**config.mk**
```make
export PLATFORM = sky130hd
export DESIGN_NAME = light_decoder
export DESIGN_NICKNAME = d
export VERILOG_FILES = /design/src/rtl/light_decoder.sv
export SDC_FILE = /design/constraint.sdc
export NUM_CORES = 1
export LEC_CHECK = 0
export ABC_AREA = 1
export CORE_MARGIN = 4
export CORE_UTILIZATION = 60
export CTS_CLUSTER_DIAMETER = 150
export CTS_CLUSTER_SIZE = 20
export DETAILED_ROUTE_END_ITERATION = 16
export PLACE_DENSITY_LB_ADDON = 0.1
export SYNTH_ARGS = -nofsm -noshare
export SYNTH_HDL_FRONTEND = slang
export SYNTH_SLANG_ARGS = --single-unit
```
**constraint.sdc**
```tcl
create_clock -name clk -period 6.4 [get_ports clk]
set_clock_uncertainty 0.1 [all_clocks]
set_input_delay 0.96 -clock clk [delete_from_list [all_inputs] [get_ports clk]]
set_output_delay 0.96 -clock clk [all_outputs]
set_load 0.03 [all_outputs]
```
**src/rtl/light_decoder.sv**
```systemverilog
// light_decoder: recovers the 3-bit {R,G,B} colour code from a 24-bit RGB
// light bus. Transients are filtered by a stability window, and each new
// stable colour is reported once over a valid/ready handshake.
//
// Build option: LIGHT_DECODER_THRESHOLD_EN
//   undefined (default): a channel byte must be exactly 8'h00 or 8'hFF;
//                        anything else raises code_err and forces colour=0.
//   defined:             a channel bit is byte[7]; every value decodes and
//                        code_err stays 0.
//
// Handshake: out_valid rises with a report and stays high, together with
// colour/is_white/code_err, until the clock edge where out_valid and
// out_ready are both high; that edge counts the report and out_valid is low
// in the following cycle. out_ready is ignored while out_valid is low.
module light_decoder #(
  parameter int unsigned STABLE_CYCLES = 4,
  parameter int unsigned CNT_W         = 8
) (
  input  logic             clk,
  input  logic             rst,
  input  logic [23:0]      light,
  input  logic             out_ready,
  output logic             out_valid,
  output logic [2:0]       colour,
  output logic             is_white,
  output logic             code_err,
  output logic             overrun,
  output logic [CNT_W-1:0] report_cnt,
  output logic             fsm_state_o
);

  localparam logic [0:0] ST_WAIT = 1'b0;
  localparam logic [0:0] ST_HOLD = 1'b1;

  // Stability counter width covers the full legal window 1..255.
  localparam logic [7:0] STABLE_MAX = STABLE_CYCLES[7:0];

  // Input register and stability tracking
  logic [23:0] light_q;
  logic [7:0]  stab_cnt_q, stab_cnt_d;
  logic        same_w;
  logic        qual_w;

  // Report bookkeeping
  logic [0:0]  state_q, state_d;
  logic [23:0] last_q, last_d;
  logic        last_vld_q, last_vld_d;
  logic        new_val_w;

  // Output registers
  logic             out_valid_q, out_valid_d;
  logic [2:0]       colour_q, colour_d;
  logic             white_q, white_d;
  logic             err_q, err_d;
  logic             overrun_q, overrun_d;
  logic [CNT_W-1:0] cnt_q, cnt_d;

  // Decoder results for the registered bus value
  logic [2:0] dec_bits;
  logic       dec_err;
  logic [2:0] dec_colour;
  logic       dec_white;

  // Per-channel classification of light_q into a code bit.
  always_comb begin
    dec_bits = 3'b000;
    dec_err  = 1'b0;
`ifdef LIGHT_DECODER_THRESHOLD_EN
    dec_bits = {light_q[23], light_q[15], light_q[7]};
    dec_err  = 1'b0;
`else
    for (int i = 0; i < 3; i++) begin
      if (light_q[8*i +: 8] == 8'hFF) begin
        dec_bits[i] = 1'b1;
      end else if (light_q[8*i +: 8] != 8'h00) begin
        dec_err = 1'b1;
      end
    end
`endif
  end

  // An illegal code reports as colour 0 and can never be white.
  assign dec_colour = dec_err ? 3'b000 : dec_bits;
  assign dec_white  = !dec_err && (dec_bits == 3'b111);

  // The counter compares the live bus with the registered copy so that its
  // next value already reflects the current edge; qualification uses that
  // next value, which puts out_valid on edge STABLE_CYCLES+1 after a change.
  assign same_w = (light == light_q);

  // Next stability count: clear on change, otherwise saturate at the window.
  always_comb begin
    stab_cnt_d = stab_cnt_q;
    if (!same_w) begin
      stab_cnt_d = 8'd0;
    end else if (stab_cnt_q != STABLE_MAX) begin
      stab_cnt_d = stab_cnt_q + 8'd1;
    end
  end

  assign qual_w    = (stab_cnt_d == STABLE_MAX);
  assign new_val_w = !last_vld_q || (light_q != last_q);

  // Report FSM: launch a report in WAIT, freeze it in HOLD until accepted.
  always_comb begin
    state_d     = state_q;
    last_d      = last_q;
    last_vld_d  = last_vld_q;
    out_valid_d = out_valid_q;
    colour_d    = colour_q;
    white_d     = white_q;
    err_d       = err_q;
    overrun_d   = overrun_q;
    cnt_d       = cnt_q;
    case (state_q)
      ST_WAIT: begin
        if (qual_w && new_val_w) begin
          state_d     = ST_HOLD;
          last_d      = light_q;
          last_vld_d  = 1'b1;
          out_valid_d = 1'b1;
          colour_d    = dec_colour;
          white_d     = dec_white;
          err_d       = dec_err;
        end
      end
      ST_HOLD: begin
        // A different value qualifying while a report waits is lost.
        if (qual_w && (light_q != last_q)) begin
          overrun_d = 1'b1;
        end
        if (out_valid_q && out_ready) begin
          state_d     = ST_WAIT;
          out_valid_d = 1'b0;
          cnt_d       = cnt_q + {{(CNT_W-1){1'b0}}, 1'b1};
        end
      end
      default: begin
        state_d     = ST_WAIT;
        out_valid_d = 1'b0;
      end
    endcase
  end

  // Input register and stability counter.
  always_ff @(posedge clk or negedge rst) begin
    if (!rst) begin
      light_q    <= 24'h000000;
      stab_cnt_q <= 8'd0;
    end else begin
      light_q    <= light;
      stab_cnt_q <= stab_cnt_d;
    end
  end

  // FSM state, last-reported value and output registers.
  always_ff @(posedge clk or negedge rst) begin
    if (!rst) begin
      state_q     <= ST_WAIT;
      last_q      <= 24'h000000;
      last_vld_q  <= 1'b0;
      out_valid_q <= 1'b0;
      colour_q    <= 3'b000;
      white_q     <= 1'b0;
      err_q       <= 1'b0;
      overrun_q   <= 1'b0;
      cnt_q       <= '0;
    end else begin
      state_q     <= state_d;
      last_q      <= last_d;
      last_vld_q  <= last_vld_d;
      out_valid_q <= out_valid_d;
      colour_q    <= colour_d;
      white_q     <= white_d;
      err_q       <= err_d;
      overrun_q   <= overrun_d;
      cnt_q       <= cnt_d;
    end
  end

  assign out_valid   = out_valid_q;
  assign colour      = colour_q;
  assign is_white    = white_q;
  assign code_err    = err_q;
  assign overrun     = overrun_q;
  assign report_cnt  = cnt_q;
  assign fsm_state_o = state_q;

endmodule

```
==> results.sh <==
export IMPL_status="completed"
export IMPL_hold_end="last_vld_q"
export IMPL_post_route_drc_count=0
export IMPL_wl_um=7362
export IMPL_layout_nets=550
export IMPL_cpMaxStageDelayCell="nand3_2"
export IMPL_wl_per_cell_um=12.29
export IMPL_p_per_area_nw_per_um2=219.5
export IMPL_max_cap_violations=0
export IMPL_holdPathStages=2
export IMPL_rr_endpoint="last_q[2]"
export IMPL_setup_violations_final=0
export IMPL_criticalPathCategory="in -> reg"
export IMPL_p_sw_uw=216.8
export IMPL_synth_area_leaders="dfrtp_1, nand2_1, xor2_1"
export IMPL_synth_edf_count=0
export IMPL_io_buffers=42
export IMPL_synthFlopType="dfrtp_1"
export IMPL_synth_top_cell_area_share=0.4898
export IMPL_fin_crit_ns=3.696
export IMPL_p_seq_frac=0.494
export IMPL_die_width_um=86.85
export IMPL_crit_arrival_ns=3.82
export IMPL_ys_async_sr_fraction=1.000
export IMPL_path_buf_inv=3
export IMPL_htreeDepth=3
export IMPL_crit_chain="clkdlybuf4s50_1, inv_1, nand2_1, nand2_1, nor2_1, nand2_1, nor2_2, inv_1, nor2_4, nand2_2, nor2_2, nand3_2, o21ai_0"
export IMPL_antenna_left=0
export IMPL_synth_seq_cells=73
export IMPL_pin_count=43
export IMPL_clockBufferDepth=2
export IMPL_tritoncts="built"
export IMPL_r2r_start="stab_cnt_q[0]"
export IMPL_num_antenna_cells=0
export IMPL_drt_vias_per_instance=5.055
export IMPL_synth_top_area_cell="dfrtp_1"
export IMPL_antenna_found_initial=0
export IMPL_path_max_fanout=57
export IMPL_postPlaceCellArea_um2=4193
export IMPL_hold_slack_ns=0.3716
export IMPL_clk_latency_ns=0.35
export IMPL_clkTransAtPathRegs_ns=0.07
export IMPL_rsz0062_at_grt="false"
export IMPL_grt_overflow=0
export IMPL_grt_pass1_wl_um=13170
export IMPL_slew_headroom=0.2910
export IMPL_die_area_um2=7542
export IMPL_crit_top_cell="nand2_1"
export IMPL_num_rows=28
export IMPL_stdcell_area_um2=4424
export IMPL_drtIter0Drc=175
export IMPL_start_util=0.6226
export IMPL_endpoint_kind="flop"
export IMPL_drive_above_1_share=0.09160
export IMPL_syn_to_final_growth_pct=18.62
export IMPL_num_vias=3028
export IMPL_ctsHoldBuffers=0
export IMPL_synth_nets=502
export IMPL_syn_area_um2=3730
export IMPL_swShare=0.2233
export IMPL_reg2reg_slack_ns=3.33
export IMPL_max_stage_delay_ns=0.81
export IMPL_p_comb_frac=0.071
export IMPL_reg2regPathDepth=12
export IMPL_hold_path_class="reg -> reg"
export IMPL_worst_slew_pin_slew_ns=1.062
export IMPL_p_leak_nw=2.288
export IMPL_core_um2=5991
export IMPL_cts_resized=0
export IMPL_grt_start_max_net_pins=74
export IMPL_hpwl_um=5331
export IMPL_cts_sinks=73
export IMPL_timing_final_crit_share=0.5775
export IMPL_irDropWorstVdd_mv=0.1560
export IMPL_clkPwrFrac=0.435
export IMPL_min_from="last_vld_q"
export IMPL_synth_cell_types=26
export IMPL_critPathRequiredTime_ns=6.53
export IMPL_report_final_hold_viol_count=0
export IMPL_cp_start_kind="input pin"
export IMPL_grt_usage=0.2207
export IMPL_cts_buffers=9
export IMPL_first_pass_iters=4
export IMPL_avgSynthCellArea_um2=7.902
export IMPL_dp_cells=584
export IMPL_instances_no_fill=599
export IMPL_cts_root_buffer="clkbuf_8"
export IMPL_ys_seq_area_frac=0.4898
export IMPL_syn_inst=472
export IMPL_layout_common_cells="nand2_1, dfrtp_1, inv_1"
export IMPL_p_int_uw=754.1
export IMPL_finalSetupTns_ns=0
export IMPL_die_y_um=86.85
export IMPL_grt_pass1_vias=3083
export IMPL_synth_warning_count=0
export IMPL_max_freq_mhz=270.5
export IMPL_layout_commonest_cell="nand2_1"
export IMPL_gp_congestion=0.8941
export IMPL_drv_slew=0
export IMPL_critPathTopFamily="simple AND/OR/NAND/NOR gates"
export IMPL_post_cts_setup_buffers=0
-- cell usage after synthesis (all sizes together), types with 3 or more instances --
| library cell | count |
|---|---|
| nand4 | 10 |
| nor2 | 58 |
| dfrtp | 73 |
| xnor2 | 8 |
| nor4 | 7 |
| ha | 3 |
| nand3 | 21 |
| xor2 | 29 |
| o21ai | 29 |
| buf | 5 |
| inv | 77 |
| nand2 | 145 |
-- worst register-to-register path: stages (launching register included) --
cell and delay [ns]:
dfrtp_1 0.40, inv_1 0.09, ha_1 0.15, nand3_1 0.09, nor2_2 0.19, nand2_1 0.06, o21ai_0 0.13, nand2_1 0.08
nor2_1 0.14, nand2_1 0.07, nor2_1 0.16, nand3_2 0.83, o21ai_0 0.48
-- metal layers --
layer | share of wire | up-vias | track usage | routed length [um]
met2 | 0.49 | 53 | 0.3561 | 3591
met4 | 0.023 | 0 | 0.1048 | 168
met3 | 0.035 | 18 | 0.04373 | 258
met1 | 0.45 | 1404 | 0.2848 | 3344
met5 | 0 | - | 0 | 0
li1 | - | 1553 | - | -
-- sequential cells by signal, summed over array words and instances, names as in the netlist --
register     cells
last_vld_q       1
fsm_state_o      1
code_err         1
is_white         1
light_q         24
report_cnt       8
last_q          24
out_valid        1
colour           3
overrun          1
stab_cnt_q       8
-- cell type report --
type	instances	area, um^2
Sequential cell	73	1827
Fill cell	475	1567
Multi-Input combinational cell	316	1560
Timing Repair Buffer	43	422.9
Inverter	77	289.0
Clock buffer	9	123.9
Clock inverter	6	107.6
Tap cell	75	93.84
-- power by group through the flow --
stage,sequential (mW),combinational [mW],clock (mW)
floorplan,0.486,0.0346,0
global placement,0.488,0.0685,0
detailed placement,0.488,0.0700,0
CTS,0.479,0.0707,0.429
global route,0.481,0.0810,0.452
finish,0.480,0.0693,0.422
-- cells by family after synthesis --
kind of cell,synth area share
compound gates,0.04763
xor+xnor,0.08688
fa+ha+maj,0.01006
buf+inv,0.09191
simple gates,0.2737
flops,0.4898
-- worst max-delay path by stage --
stage                      endpoint  slack [ns]  depth (start not counted)       from
after floorplan           colour[1]        3.95                         13   light[7]
after global placement    last_q[1]        2.51                         13  light[13]
after detailed placement  last_q[1]        2.37                         13  light[13]
after CTS                 last_q[1]        2.71                         13  light[13]
after global routing      last_q[1]        2.36                         13  light[13]
final                     last_q[2]        2.70                         13  light[13]
-- through the flow --
step,worst slack [ns],util,total power [mW]
2_1_floorplan,3.952,-,0.5206
3_3_place_gp,2.507,0.6999,0.5565
6_report,2.704,0.7385,0.9709
5_1_grt,2.363,0.7385,1.014
3_5_place_dp,2.372,0.6999,0.5581
4_1_cts,2.709,0.7385,0.9792
(Power assumes the default switching activity.)
